===== config.mk =====
export PLATFORM = sky130hd
export DESIGN_NAME = decoder_4_to_16
export DESIGN_NICKNAME = d
export VERILOG_FILES = /design/src/rtl/decoder_4_to_16.sv
export SDC_FILE = /design/constraint.sdc
export NUM_CORES = 1
export LEC_CHECK = 0
export ABC_CLOCK_PERIOD_IN_PS = 2100
export CORE_MARGIN = 2
export CORE_UTILIZATION = 43
export CTS_CLUSTER_DIAMETER = 50
export CTS_CLUSTER_SIZE = 8
export DETAILED_ROUTE_END_ITERATION = 10
export PLACE_DENSITY = 0.82
export SETUP_SLACK_MARGIN = 0.5
export SLEW_MARGIN = 25
export SYNTH_ARGS = -nofsm -noshare
export SYNTH_HDL_FRONTEND = slang
export SYNTH_SLANG_ARGS = --single-unit

===== constraint.sdc =====
create_clock -name clk -period 2.1 [get_ports clk]
set_input_delay 0.63 -clock clk [delete_from_list [all_inputs] [get_ports clk]]
set_output_delay 0.63 -clock clk [all_outputs]
set_load 0.01 [all_outputs]

===== src/rtl/decoder_4_to_16.sv =====
// decoder_4_to_16: binary-to-one-hot decode of a 4-bit select.
// Provides a combinational decode plus a registered, enable-qualified copy with status.
// Ports:
//   clk       - rising-edge clock for all registered outputs
//   rst_n     - synchronous active-low reset
//   select    - binary index to decode
//   en        - capture enable for the registered path
//   clear     - synchronous clear of the sticky coverage mask
//   decoded   - combinational one-hot decode of select
//   decoded_q - registered one-hot decode (all-zero only before the first capture)
//   valid_q   - high when decoded_q was updated on the last edge
//   changed_q - pulse: captured select differs from the previous capture
//   seen_q    - sticky OR of captured decodes since reset/clear
module decoder_4_to_16 (
  input  logic        clk,
  input  logic        rst_n,
  input  logic [3:0]  select,
  input  logic        en,
  input  logic        clear,
  output logic [15:0] decoded,
  output logic [15:0] decoded_q,
  output logic        valid_q,
  output logic        changed_q,
  output logic [15:0] seen_q
);

  localparam int unsigned SEL_W = 4;
  localparam int unsigned OUT_W = 16;

  logic [SEL_W-1:0] last_sel_q;
  logic             first_q;

  // Zero-latency decode, independent of clock, reset and enable.
  always_comb begin
    decoded = OUT_W'(1) << select;
  end

  // Registered capture path and status.
  always_ff @(posedge clk) begin
    if (!rst_n) begin
      decoded_q  <= '0;
      valid_q    <= 1'b0;
      changed_q  <= 1'b0;
      seen_q     <= '0;
      last_sel_q <= '0;
      first_q    <= 1'b1;
    end else begin
      if (en) begin
        decoded_q  <= decoded;
        valid_q    <= 1'b1;
        // The first capture after reset always counts as a change.
        changed_q  <= first_q || (select != last_sel_q);
        last_sel_q <= select;
        first_q    <= 1'b0;
      end else begin
        valid_q    <= 1'b0;
        changed_q  <= 1'b0;
      end
      // Clear wins over a same-edge capture; that capture is dropped from the mask.
      if (clear) begin
        seen_q <= '0;
      end else if (en) begin
        seen_q <= seen_q | decoded;
      end
    end
  end

endmodule


# Yosys cells after proc, flatten, opt, wreduce, memory -nomap -nowiden
# Index checks and enable logic that the tools add are counted.
# W data, S select, Z words.
dict set report totals {
  reg_bits 39
  in_bits 8
  output_inout_bits 50
  elab_cells 14
}
dict set report classes {
  eq_ne 1
  shift 1
  mux 1
  bitwise_logic 2
  reduce_logical 3
}
# operator count
set op_table {}
lappend op_table {{$or A16 B16 Y16} 1}
lappend op_table {{$shl A1 B4 Y16 const A} 1}
lappend op_table {{$ne A4 B4 Y1} 1}
lappend op_table {{$reduce_and A2 Y1} 1}
lappend op_table {{$reduce_or A2 Y1} 1}
lappend op_table {{$logic_or A1 B1 Y1} 1}
lappend op_table {{$mux W1} 1}
lappend op_table {{$not A1 Y1} 1}

# Logic depth before layout (Yosys ltp)
# Gate-level depths: netlist (run 1).
dict set report depth {
  ltp_word 2
  depth_mapped 4
  depth_no_buf 3
}

# Least setup slack after synthesis (run 1)
# OpenSTA, ideal clock, no wires.
dict set report synth_path {
  path_kind {input -> output}
  start {input select[1]}
  end {output decoded[1]}
  t_arrival_ns 1.339
  t_required_ns 1.470
  setup_slack_ns 0.131
  cell_stages 3
  path_buffers 1
  path_cell_list {buf_6 -> or3b_4 -> nor2_1}
}
dict set report synth_between {
  elab_chain_cells 1
}
# element line_no
set synth_lines {}
lappend synth_lines {{from (decl)} 17} ;# input logic [3:0] select,
lappend synth_lines {{$shl A1 B4 Y16} 35} ;# decoded = OUT_W'(1) << select;
lappend synth_lines {{to (decl)} 20} ;# output logic [15:0] decoded,
# Every way passes these cells.

# Worst setup path in the final report (run 1)
dict set report layout_path {
  start {input select[0]}
  end {output decoded[12]}
}
# Same word-level chain as after synthesis.

==> results.toml, run 1 <==
[status]
failed_checks = "negative setup slack"
status = "complete, but fails checks"

[clocking]
cts_buffers = 5
insertion_delay_ns = 0.35
cts_buffer_depth = 2
root_buffer = "clkbuf_4"
cts.clk_slew.worst_paths_ns = 0.11
htreeDepth = 2
cts_tree = "built"
clkSinkCount = 39

[logic_synthesis]
synthFlopType = "dfxtp_1"
yosys-top-cells-area = "dfxtp_1, o21a_1, nor2b_1"
synth_common_cells = "dfxtp_1, o21a_1, nor2b_1"
yosys_warnings = 0
synth_enable_flop_cells = 0
synth_xor_area_frac = 0.02251
synth_cell_types = 27
async_reset_ff_frac = 0
synth_top_area_share = 0.5016
synth_top_family_by_area = "simple AND/OR/NAND/NOR gates"
syn_nets = 165
synthAdderAreaFrac = 0
synth.most_common_cell = "dfxtp_1"
synth_top_area_cell = "dfxtp_1"
syn-cell-area_um2 = 1556
synth-simple-area-share = 0.2444
ys_seq_area_frac = 0.5016
muxShareOfSynthArea = 0.01929
postSynthCellCount = 157
postSynthAreaPerCell_um2 = 9.914
synth_compound_area_frac = 0.1680
synth-seq-cells = 39

[worst_hold_path]
hold_path_class = "reg2reg"
hold_path_depth = 1
min_from = "seen_q[11]$_SDFFE_PP0P_"
hold_end = "seen_q[11]$_SDFFE_PP0P_"

[grt]
grt_usage = 0.2342
grt.busiest_layer = "met2"
met3_usage = 0.04754
overflow = 0
grt_max_degree = 22
grt_use_met1 = 0.2516
antenna_found_initial = 0
grt_pass1_vias = 1556
grt_pass1_wl_um = 7334
grtUsageMet2 = 0.4167

[timing]
timing.slew.headroom = 0.8185
postLayoutSetupSlackWorst_ns = -0.01681
rsz0062_at_grt = "yes"
post-route-period-util = 1.008
finalSetupViolCount = 2
clock_skew_ns = 0.01102
maxSlewViolCount = 0
fin_crit_ns = 2.117
tightest_slew_ns = 0.2714
hold_slack_ns = 0.4765
finalHoldViolations = 0
max_freq_mhz = 472.4

[floorplanning]
fp-row-count = 21
initial_core_util = 0.4557
die_x_um = 64.17
core-area_um2 = 3416
die_area_um2 = 4117
io-pin-count = 58
die_h_um = 64.17

[drt]
vias = 1511
via_per_inst = 5.105
drt_iter0_drc = 59
wl_per_cell_um = 17.27
wl_um = 5111
route.antenna.remaining_nets = 0
drc = 0
dr.pass1.iters = 4

[critical_path]
r2r-start = "last_sel_q[3]$_SDFFE_PN0P_"
crit_fanout = 6
timing.rr.end = "changed_q$_SDFF_PN0_"
worstSetupStartpointType = "primary input"
reg2reg_setup_slack_ns = 1.14
critPathCaptureType = "primary output"
worstPathArrival_ns = 1.49
worstPathRequired_ns = 1.47
reg2reg_depth = 3
criticalPathCategory = "in2out"

[finish]
fillerInstances = 202
num_antenna_cells = 0
multi_input_area_um2 = 850.8
drive_above_1_share = 0.4880
synthToLayoutAreaGrowth_pct = 71.54
seqCellArea_um2 = 785.8
fin_nets = 257

[placed_design]
dp_hpwl_um = 3039
port_buffers = 57
gp_congestion = 0.8019

[run]
drv_cap = 0

[pwr]
finalPower_mw = 1.548
irDropWorstVdd_uv = 489.3
power_density_nw_per_um2 = 579.8
p_leak_nw = 1.124
## sequential cells by signal (all words and copies together) (netlist names)
| name | flops |
|---|---|
| decoded_q | 16 |
| seen_q | 16 |
| last_sel_q | 4 |
| changed_q | 1 |
| first_q | 1 |
| valid_q | 1 |
## cells by family after synthesis
logic type,count (synthesis)
multiplexers,3
buffers and inverters,12
AO/OA/AOI/OAI,35
AND/OR/NAND/NOR,64
XOR/XNOR,4
flip-flops,39
## routing by layer
metal  up-vias  routed length [um]
met3         6                 265
met5         -                   0
met2        50                2784
met1       749                1977
met4         0                  82
li1        706                   -
## worst max path at each step
stage             endpoint  slack, ns  cells past startpoint      start
2_1_floorplan  decoded[10]       0.17                      3  select[0]
3_3_place_gp    decoded[1]      -0.79                      5  select[1]
3_5_place_dp    decoded[8]      -0.82                      4  select[0]
4_1_cts         decoded[9]      -0.03                      5  select[1]
5_1_grt        decoded[12]      -0.05                      5  select[0]
6_report       decoded[12]      -0.02                      5  select[0]
## cell usage in the layout, fill, tap and decap left out, types with 2 or more instances in the layout
cell type        count
clkdlybuf4s15_1     12
dfxtp_1             35
clkdlybuf4s15_2      6
nor2_4              10
clkbuf_4             5
buf_6               18
dlygate4sd2_1        2
or3b_4               3
buf_12               2
buf_2                6
nor2_2               8
buf_4               24
nor2_1               6
mux2i_1              3
nor2b_1             20
and2_1               3
nand3b_1             2
clkdlybuf4s50_1      3
buf_8                8
xnor2_1              3
nor3_2               3
o21a_1              32
dfxtp_2              4
clkbuf_2            14
## report_power, final
group | total, mW | switching, mW | leakage (nW) | internal, mW
combinational | 0.247 | 0.121 | 0.758 | 0.126
clock | 0.537 | 0.256 | 0.0482 | 0.281
sequential | 0.764 | 0.00889 | 0.318 | 0.755
## per-stage QoR
stage | area [um^2] | setup TNS [ns] | utilization | setup slack, ns | std cells
2_1_floorplan | 1674 | 0 | - | 0.1730 | 157
3_3_place_gp | 2396 | -12.59 | 0.7015 | -0.7917 | 272
3_5_place_dp | 2396 | -13.68 | 0.7015 | -0.8153 | 272
4_1_cts | 2590 | -0.07506 | 0.7582 | -0.03263 | 290
5_1_grt | 2670 | -0.09636 | 0.7817 | -0.04516 | 296
6_report | 2670 | -0.01829 | 0.7817 | -0.01681 | 296
## final cells by class
cell class	count	share of cell area
Clock buffer	6	0.01921
Clock inverter	2	0.01312
Timing Repair Buffer	95	0.3290
Sequential cell	39	0.2943
Multi-Input combinational cell	106	0.3187
Inverter	2	0.004217
Tap cell	46	0.02156
## worst max-delay path: stages
cell and delay [ns]:
buf_8 0.11, or3b_4 0.40, buf_6 0.14, nor2_4 0.10, buf_6 0.11
## timing repair
item / 4_1_cts / 5_1_grt
resized for setup: 163 / 53
setup buffers: 10 / 6
setup endpoints to repair: 84 / 38
cloned: 0 / 0
hold buffers: 0 / 0
endpoints found under the hold margin: 0 / 0
pin swaps: 10 / 12
Power figures use the tool's default switching activity.
==> run 2, diff against run 1 <==
- MAX_ROUTING_LAYER: default -> met4
==> run 2 against run 1 <==
The run still ends with negative setup slack left. Total power shrank 0.15%. Critical path depth did not move. Combinational power is essentially flat. Largest power group unchanged. Non-clock buffer count unchanged. First-iteration DRC count grew 19%. Core utilization did not move. Flip-flop and latch count did not move. Largest cell class unchanged. Clock-buffer cell count unchanged. Die area is the same.
==> results.toml, run 2 (same netlist as run 1, synthesis figures left out) <==
[status]
status = "complete, but fails checks"
failed_checks = "negative setup slack"

[critical_path]
criticalPathCategory = "in2out"
worstPathArrival_ns = 1.48
worstPathRequired_ns = 1.47
crit_fanout = 6
critPathCaptureType = "primary output"
reg2reg_depth = 3
worstSetupStartpointType = "primary input"

[finish]
fin_nets = 257
utilization = 0.7817
top_regs = "decoded_q (16), seen_q (16), last_sel_q (4)"
final_cell_mix = "dfxtp_1, o21a_1, buf_4"
final_common_cell = "dfxtp_1"
multi_input_area_um2 = 850.8
fillerInstances = 202
drive_above_1_share = 0.4880
seqCellArea_um2 = 785.8
synthToLayoutAreaGrowth_pct = 71.54
num_antenna_cells = 0
fin_cells = 296

[floorplanning]
die_h_um = 64.17
fp-row-count = 21
die_area_um2 = 4117
initial_core_util = 0.4557
die_x_um = 64.17
io-pin-count = 58
core-area_um2 = 3416

[timing]
clock_skew_ns = 0.009057
fin_crit_ns = 2.114
rsz0062_at_grt = "yes"
max_freq_mhz = 473.0
tightest_slew_ns = 0.2794
timing.slew.headroom = 0.8131
post-route-period-util = 1.007
postLayoutSetupSlackWorst_ns = -0.01426
setup_tns_ns = -0.01820
finalHoldViolations = 0
finalSetupViolCount = 2
maxSlewViolCount = 0

[clocking]
root_buffer = "clkbuf_4"
cts_buffer_depth = 2
insertion_delay_ns = 0.35
clkSinkCount = 39
htreeDepth = 2
cts_tree = "built"
cts.clk_slew.worst_paths_ns = 0.11
cts_buffers = 5

[run]
drv_cap = 0

[drt]
met2_wirelength_um = 2793
drc = 0
met1_length_um = 1945
route.antenna.remaining_nets = 0
highest-signal-layer = "met4"
dr.pass1.iters = 4
vias = 1524
wl_um = 5127
met3WireLength_um = 282
via_per_inst = 5.149
wl_per_cell_um = 17.32
drt_iter0_drc = 70

[grt]
grt_pass1_wl_um = 7341
grt_max_degree = 22
grt_usage = 0.2407
overflow = 0
antenna_found_initial = 0
grt_pass1_vias = 1555

[pwr]
finalPower_mw = 1.546
power_density_nw_per_um2 = 578.9
irDropWorstVdd_uv = 488.9
p_leak_nw = 1.124

[placed_design]
port_buffers = 57
post-place-cells = 272
gp_congestion = 0.8135
dp_hpwl_um = 3039
place_ws_ns = -0.8153

[worst_hold_path]
hold_path_class = "reg2reg"
hold_path_depth = 1
-- run 2: cell counts in the layout (fill, tap and decap cells not counted) --
Identical to the previous run, type by type.
-- run 2: worst paths after layout --
kind	start	end	slack [ns]
setup reg to reg	last_sel_q[3]$_SDFFE_PN0P_	changed_q$_SDFF_PN0_	1.14
setup / recovery	select[0]	decoded[12]	-0.01
hold reg to reg	seen_q[11]$_SDFFE_PP0P_	seen_q[11]$_SDFFE_PP0P_	0.48
hold / removal	seen_q[11]$_SDFFE_PP0P_	seen_q[11]$_SDFFE_PP0P_	0.48
-- run 2: area by class of cell --
type / count / share of cell area
clock buffer: 6 / 0.01921
clock inverter: 2 / 0.01312
timing repair buffer: 95 / 0.3290
tap: 46 / 0.02156
inverter: 2 / 0.004217
sequential: 39 / 0.2943
multi-input combinational: 106 / 0.3187
-- run 2: routing by layer --
metal	GRT usage	up-vias
met4	0.1463	0
met1	0.2582	748
met2	0.4154	61
li1	-	705
met5	-	-
met3	0.03873	10
-- run 2: where the power goes --
group          leakage [nW]  internal (mW)  switching (mW)
combinational         0.758          0.126           0.121
sequential            0.318          0.755         0.00889
clock                0.0482          0.281           0.254
-- run 2: through the flow --
step,instance area [um^2],hold WS (ns)
3_5_place_dp,2396,0.4520
6_report,2670,0.4765
2_1_floorplan,1674,0.4304
4_1_cts,2590,0.4730
5_1_grt,2670,0.4964
3_3_place_gp,2396,0.4426
-- run 2: critical path: stages --
cell and delay [ns]:
buf_8 0.11, or3b_4 0.40, buf_6 0.14, nor2_4 0.10, buf_6 0.11
-- run 2: repair_timing --
item	4_1_cts	5_1_grt
resized for setup	163	53
endpoints found under the setup margin	84	38
hold endpoints to repair	0	0
gates cloned	0	0
hold buffers	0	0
pin swaps	10	12
setup buffers	10	6
